--- src/rtl/shift_div_pkg.sv ---
// shift_div_pkg: shared FSM state encoding and counter sizing for the
// shift_div restoring divider.
package shift_div_pkg;

    typedef enum logic [1:0] {
        IDLE = 2'd0,
        CALC = 2'd1,
        DONE = 2'd2
    } state_t;

    // Iteration counter must be able to hold the value WIDTH itself.
    function automatic int unsigned cnt_width(input int unsigned w);
        return $clog2(w + 1);
    endfunction

endpackage

--- src/rtl/shift_div_if.sv ---
// shift_div_if: request/result bundle of the shift_div divider.
// master = requester (drives start/a/b), slave = divider.
interface shift_div_if #(
    parameter int unsigned WIDTH = 4
);
    logic             start;
    logic [WIDTH-1:0] a;
    logic [WIDTH-1:0] b;
    logic             busy;
    logic             done;
    logic [WIDTH-1:0] quot;
    logic [WIDTH-1:0] rem;
    logic             dz;

    modport master (
        output start, a, b,
        input  busy, done, quot, rem, dz
    );

    modport slave (
        input  start, a, b,
        output busy, done, quot, rem, dz
    );
endinterface

--- src/rtl/shift_div_step.sv ---
// shift_div_step: one combinational restoring division step.
// Shifts the next dividend bit into the partial remainder and subtracts the
// divisor when it fits. The compare is done on WIDTH+1 bits (guard bit) so it
// never overflows; the result is always below the divisor and fits WIDTH bits.
module shift_div_step #(
    parameter int unsigned WIDTH = 4
) (
    input  logic [WIDTH-1:0] partial_i,
    input  logic [WIDTH-1:0] divisor_i,
    input  logic             bit_i,
    output logic [WIDTH-1:0] partial_o,
    output logic             qbit_o
);

    logic [WIDTH:0] shifted;

    // Shift-in, compare against the zero-extended divisor, conditionally subtract.
    always_comb begin
        shifted   = {partial_i, bit_i};
        partial_o = shifted[WIDTH-1:0];
        qbit_o    = 1'b0;
        if (shifted >= {1'b0, divisor_i}) begin
            partial_o = WIDTH'(shifted - {1'b0, divisor_i});
            qbit_o    = 1'b1;
        end
    end

endmodule

--- src/rtl/shift_div.sv ---
// shift_div: sequential unsigned restoring divider, one quotient bit per clock.
// Optional feature macro: SHIFT_DIV_DZ_CHECK_EN (divide-by-zero short cut, dz flag).
module shift_div
    import shift_div_pkg::*;
#(
    parameter int unsigned WIDTH = 4
) (
    input  logic       sys_clk,
    input  logic       sys_rst,
    shift_div_if.slave bus
);

    localparam int unsigned CW = cnt_width(WIDTH);

    state_t           state_q, state_d;
    logic [CW-1:0]    cnt_q, cnt_d;
    logic [WIDTH-1:0] dividend_q, dividend_d;
    logic [WIDTH-1:0] divisor_q, divisor_d;
    logic [WIDTH-1:0] partial_q, partial_d;
    logic [WIDTH-1:0] quot_sr_q, quot_sr_d;
    logic [WIDTH-1:0] quot_q, quot_d;
    logic [WIDTH-1:0] rem_q, rem_d;
`ifdef SHIFT_DIV_DZ_CHECK_EN
    logic             dz_pend_q, dz_pend_d;
    logic             dz_q, dz_d;
`endif

    logic [WIDTH-1:0] step_partial;
    logic             step_qbit;

    shift_div_step #(.WIDTH(WIDTH)) u_step (
        .partial_i (partial_q),
        .divisor_i (divisor_q),
        .bit_i     (dividend_q[WIDTH-1]),
        .partial_o (step_partial),
        .qbit_o    (step_qbit)
    );

    // Next-state and datapath update for IDLE -> CALC -> DONE -> IDLE.
    always_comb begin
        state_d    = state_q;
        cnt_d      = cnt_q;
        dividend_d = dividend_q;
        divisor_d  = divisor_q;
        partial_d  = partial_q;
        quot_sr_d  = quot_sr_q;
        quot_d     = quot_q;
        rem_d      = rem_q;
`ifdef SHIFT_DIV_DZ_CHECK_EN
        dz_pend_d  = dz_pend_q;
        dz_d       = dz_q;
`endif
        case (state_q)
            IDLE: begin
                if (bus.start) begin
                    dividend_d = bus.a;
                    divisor_d  = bus.b;
                    partial_d  = '0;
                    cnt_d      = '0;
                    quot_sr_d  = '0;
                    state_d    = CALC;
`ifdef SHIFT_DIV_DZ_CHECK_EN
                    // Zero divisor: preload the natural result and a full
                    // counter so CALC only spends its final cycle.
                    dz_pend_d = (bus.b == '0);
                    if (bus.b == '0) begin
                        cnt_d     = CW'(WIDTH);
                        quot_sr_d = '1;
                        partial_d = bus.a;
                    end
`endif
                end
            end
            CALC: begin
                if (cnt_q == CW'(WIDTH)) begin
                    quot_d  = quot_sr_q;
                    rem_d   = partial_q;
`ifdef SHIFT_DIV_DZ_CHECK_EN
                    dz_d    = dz_pend_q;
`endif
                    state_d = DONE;
                end else begin
                    partial_d  = step_partial;
                    quot_sr_d  = {quot_sr_q[WIDTH-2:0], step_qbit};
                    dividend_d = dividend_q << 1;
                    cnt_d      = cnt_q + CW'(1);
                end
            end
            DONE: begin
                state_d = IDLE;
            end
            default: begin
                state_d = IDLE;
            end
        endcase
    end

    // State and datapath registers with synchronous active-high reset.
    always_ff @(posedge sys_clk) begin
        if (sys_rst) begin
            state_q    <= IDLE;
            cnt_q      <= '0;
            dividend_q <= '0;
            divisor_q  <= '0;
            partial_q  <= '0;
            quot_sr_q  <= '0;
            quot_q     <= '0;
            rem_q      <= '0;
`ifdef SHIFT_DIV_DZ_CHECK_EN
            dz_pend_q  <= 1'b0;
            dz_q       <= 1'b0;
`endif
        end else begin
            state_q    <= state_d;
            cnt_q      <= cnt_d;
            dividend_q <= dividend_d;
            divisor_q  <= divisor_d;
            partial_q  <= partial_d;
            quot_sr_q  <= quot_sr_d;
            quot_q     <= quot_d;
            rem_q      <= rem_d;
`ifdef SHIFT_DIV_DZ_CHECK_EN
            dz_pend_q  <= dz_pend_d;
            dz_q       <= dz_d;
`endif
        end
    end

    assign bus.busy = (state_q != IDLE);
    assign bus.done = (state_q == DONE);
    assign bus.quot = quot_q;
    assign bus.rem  = rem_q;
`ifdef SHIFT_DIV_DZ_CHECK_EN
    assign bus.dz   = dz_q;
`else
    assign bus.dz   = 1'b0;
`endif

endmodule
--- src/flat_wrapper.sv ---
// flat-port wrapper written by rule: the top's interface ports become plain ports
module shift_div_flat import shift_div_pkg::*;
#(
    parameter int unsigned WIDTH = 4
)
  (sys_clk, sys_rst, bus_start, bus_a, bus_b, bus_busy, bus_done, bus_quot, bus_rem, bus_dz);
  shift_div_if #(.WIDTH(WIDTH)) bus_i ();
  input  logic sys_clk;
  input  logic sys_rst;
  input wire logic [$bits(bus_i.start)-1:0] bus_start;
  input wire logic [$bits(bus_i.a)-1:0] bus_a;
  input wire logic [$bits(bus_i.b)-1:0] bus_b;
  output wire logic [$bits(bus_i.busy)-1:0] bus_busy;
  output wire logic [$bits(bus_i.done)-1:0] bus_done;
  output wire logic [$bits(bus_i.quot)-1:0] bus_quot;
  output wire logic [$bits(bus_i.rem)-1:0] bus_rem;
  output wire logic [$bits(bus_i.dz)-1:0] bus_dz;
  assign bus_i.start = bus_start;
  assign bus_i.a = bus_a;
  assign bus_i.b = bus_b;
  assign bus_busy = bus_i.busy;
  assign bus_done = bus_i.done;
  assign bus_quot = bus_i.quot;
  assign bus_rem = bus_i.rem;
  assign bus_dz = bus_i.dz;
  shift_div #(.WIDTH(WIDTH)) u_core (.sys_clk(sys_clk), .sys_rst(sys_rst), .bus(bus_i));
endmodule
--- config.mk ---
export PLATFORM = sky130hd
export DESIGN_NAME = shift_div_flat
export DESIGN_NICKNAME = d
export VERILOG_FILES = /design/src/rtl/shift_div_pkg.sv /design/src/rtl/shift_div_if.sv /design/src/rtl/shift_div_step.sv /design/src/rtl/shift_div.sv /design/src/flat_wrapper.sv
export SDC_FILE = /design/constraint.sdc
export NUM_CORES = 1
export LEC_CHECK = 0
export BUFFER_PORTS_ARGS = -buffer_cell sky130_fd_sc_hd__buf_4
export CAP_MARGIN = 15
export CORE_ASPECT_RATIO = 1.4
export CORE_MARGIN = 2
export CORE_UTILIZATION = 55
export CTS_CLUSTER_SIZE = 30
export DETAILED_ROUTE_END_ITERATION = 10
export PLACE_DENSITY = 0.83
export REMOVE_ABC_BUFFERS = 1
export SETUP_SLACK_MARGIN = 0.02
export SLEW_MARGIN = 20
export SYNTH_ARGS = -nofsm -noshare
export SYNTH_HDL_FRONTEND = slang
export SYNTH_SLANG_ARGS = --single-unit
--- constraint.sdc ---
create_clock -name sys_clk -period 3.43 [get_ports sys_clk]
set_input_delay 0.5145 -clock sys_clk [delete_from_list [all_inputs] [get_ports sys_clk]]
set_output_delay 0.5145 -clock sys_clk [all_outputs]
set_load 0.05 [all_outputs]
==> flow_summary.toml <==
[run_status]
status = "completed"

[power_and_ir_drop]
p_comb_share_pct = 18.5
total_power_mw = 0.805
p_sw_share_pct = 27.3
seq_power_share_pct = 44.8
p_sw_mw = 0.220
leakagePower_nw = 0.649
powerDensity_mw_per_mm2 = 496
power.internal_mw = 0.585
clkPwrFrac_pct = 36.7
peakVddDrop_mv = 0.503

[synth]
synth_area_leader_cell = "dfxtp_1"
syn_area_sq_mm = 0.00139
synth_edf_count = 0
synth_top_area_share_pct = 41.8
synth-async-reset-ratio_pct = 0
synth_common_cells = "dfxtp_1 (29), nand2_1 (27), nor2_1 (20)"
synth_most_common_cell = "dfxtp_1"
netlist_instances = 162
ys_types = 35
yosysWarnings = 0
ys_ff_latch = 29
synth_top_cells_by_area = "dfxtp_1 (42%), nand2_1 (7.3%), a21oi_1 (6.5%)"
avgSynthCellArea_sq_um = 8.57
yosysSeqAreaShare_pct = 41.8
synthFlopType = "dfxtp_1"

[clocking]
cts_hold_buf = 0
cts_sinks = 29
ctsLongestPathBuffers = 2
cts.htree.levels = 2
cts.clk_slew.worst_paths_ps = 100
insertion_delay_ps = 330
cts-buffers-inserted = 5
cts_root_buffer = "clkbuf_4"
cts_resized = 0
cts_tree = "yes"
cts_setup_buffers = 0

[drt]
wirelength_um = 2860
drc = 0
ant_nets = 0
wl_per_cell_um = 13.2
routed_via_density = 5.31
drt_iter0_drc = 36
first_pass_iters = 4
vias = 1147

[min_path]
hold-path-cell-count = 3
min_path_type = "in2reg"
min_to = "u_core.divisor_q[3]$_SDFFE_PP0P_"
hp-start = "bus_b[3]"

[layout]
area_growth_pct = 17.0
nets = 199
fin_util_pct = 67.9
final_layout_size_suffix_gt1_share_pct = 20.9
diodes = 0

[critical_path]
crit_slowest_cell = "fa_1"
r2r_slack_ps = 1550
critPathKind = "reg2reg"
crit_family = "adder cells"
cp_cell_sequence = "inv_1 -> ha_1 -> fa_1 -> nor3_1 -> a21oi_1 -> or3b_1 -> o211ai_1"
end_kind = "register"
regToRegEndpoint = "u_core.partial_q[2]$_SDFFE_PP0P_"
r2r_cells = 7
crit_buf_inv = 1
critical_path.max_stage_delay_ps = 450
crit_required_ps = 3690
cp.arrival_ps = 2140
setup.worst_path.start_class = "register"
timing.rr.start = "u_core.dividend_q[3]$_SDFFE_PP0P_"
cp_max_fo = 3

[timing]
worst_slew_pin_slew_ps = 655
min_period_ps = 1880
fin_crit_sh_pct = 54.7
slew_violations = 0
clock.fmax_mhz = 533
hold_viol_final = 0
grt_setup_unrepaired = "false"
relSlewSlack_pct = 56.1
setup_viol = 0
finalSetupTns_ps = 0
finClkSkew_ps = 14.0

[floorplan]
placement_rows = 21
die_h_um = 63.4
die_w_um = 46.5
start_util_pct = 58.0
dieArea_sq_mm = 0.00295
io_pins = 22
core_area_sq_mm = 0.00239

[global_route]
grt_antenna_before_repair = 0
grt_max_degree = 28
first_global_vias = 1099
grtUsageTotal_pct = 21.9
grt-ovfl-total = 0
grt_pass1_wl_um = 4650

[place]
dp_hpwl_um = 2120
routabilityCongestion = 0.909
portBuffers = 20

[run]
max_cap_viol_count = 0
routing by layer:
metal	track usage, %	wire [um]
met3	6.88	94
met2	38.5	1600
met5	0	0
met1	23.1	1110
met4	7.50	53
flip-flops by register name (all words and copies together), names as in the netlist:
register and cells:
u_core.bus.quot 4, u_core.bus.rem 4, u_core.dividend_q 4, u_core.divisor_q 4, u_core.partial_q 4, u_core.quot_sr_q 4, u_core.cnt_q 3, u_core.state_q 2
area by class of cell:
cell class | instances | area (sq um)
clock buffers | 7 | 55.1
clock inverters | 1 | 30.0
fillers | 207 | 767
inverters | 8 | 30.0
multi-input cells | 117 | 736
flip-flops and latches | 29 | 581
well taps | 34 | 42.5
repair buffers | 20 | 150
layout by cell type, fill, tap and decap left out, types with 2 or more instances in the layout:
| master | count |
|---|---|
| nand2b_4 | 2 |
| a32o_1 | 2 |
| a21oi_1 | 18 |
| inv_1 | 8 |
| dfxtp_1 | 29 |
| or2_2 | 3 |
| buf_4 | 20 |
| nor2_1 | 20 |
| nand2_1 | 27 |
| clkbuf_4 | 5 |
| nor3_1 | 5 |
| ha_1 | 6 |
| mux2i_1 | 2 |
| a22oi_1 | 9 |
| o211ai_1 | 2 |
| o21ai_0 | 3 |
logic make-up after synthesis:
logic type,after synthesis,share of synthesized area [%]
flops,29,41.8
xor+xnor,1,0.631
buf+inv,16,5.14
fa+ha+maj,7,6.85
mux,2,1.44
compound gates,41,20.6
simple gates,65,23.3
other cells,1,0.270
how the worst max path moves through the flow:
stage	start	end	depth (start not counted)
after floorplan	u_core.dividend_q[3]$_SDFFE_PP0P_	u_core.partial_q[2]$_SDFFE_PP0P_	7
after global placement	u_core.dividend_q[3]$_SDFFE_PP0P_	u_core.partial_q[2]$_SDFFE_PP0P_	7
after detailed placement	u_core.dividend_q[3]$_SDFFE_PP0P_	u_core.partial_q[2]$_SDFFE_PP0P_	7
after CTS	u_core.dividend_q[3]$_SDFFE_PP0P_	u_core.partial_q[2]$_SDFFE_PP0P_	7
after global routing	u_core.dividend_q[3]$_SDFFE_PP0P_	u_core.partial_q[2]$_SDFFE_PP0P_	7
final	u_core.dividend_q[3]$_SDFFE_PP0P_	u_core.partial_q[2]$_SDFFE_PP0P_	7
power by group through the flow:
stage	logic, mW	registers [mW]	clock network (mW)
after floorplan	0.108	0.366	0
after global placement	0.139	0.368	0
after detailed placement	0.149	0.369	0
after CTS	0.149	0.361	0.299
after global routing	0.163	0.363	0.316
final	0.149	0.361	0.296
metrics by stage:
stage	instance area [sq um]	hold slack (ps)	std cells	setup WS, ps
after floorplan	1350	425	154	1660
after global placement	1540	441	208	1620
after detailed placement	1540	444	208	1580
after CTS	1620	417	216	1560
after global routing	1620	428	216	1410
final	1620	429	216	1550
worst register-to-register path: stages (launching register included):
cell and delay [ps]:
dfxtp_1 330, inv_1 50, ha_1 270, fa_1 450, nor3_1 180, a21oi_1 50
or3b_1 380, o211ai_1 100
No activity file was read; power rests on OpenSTA's default activity.
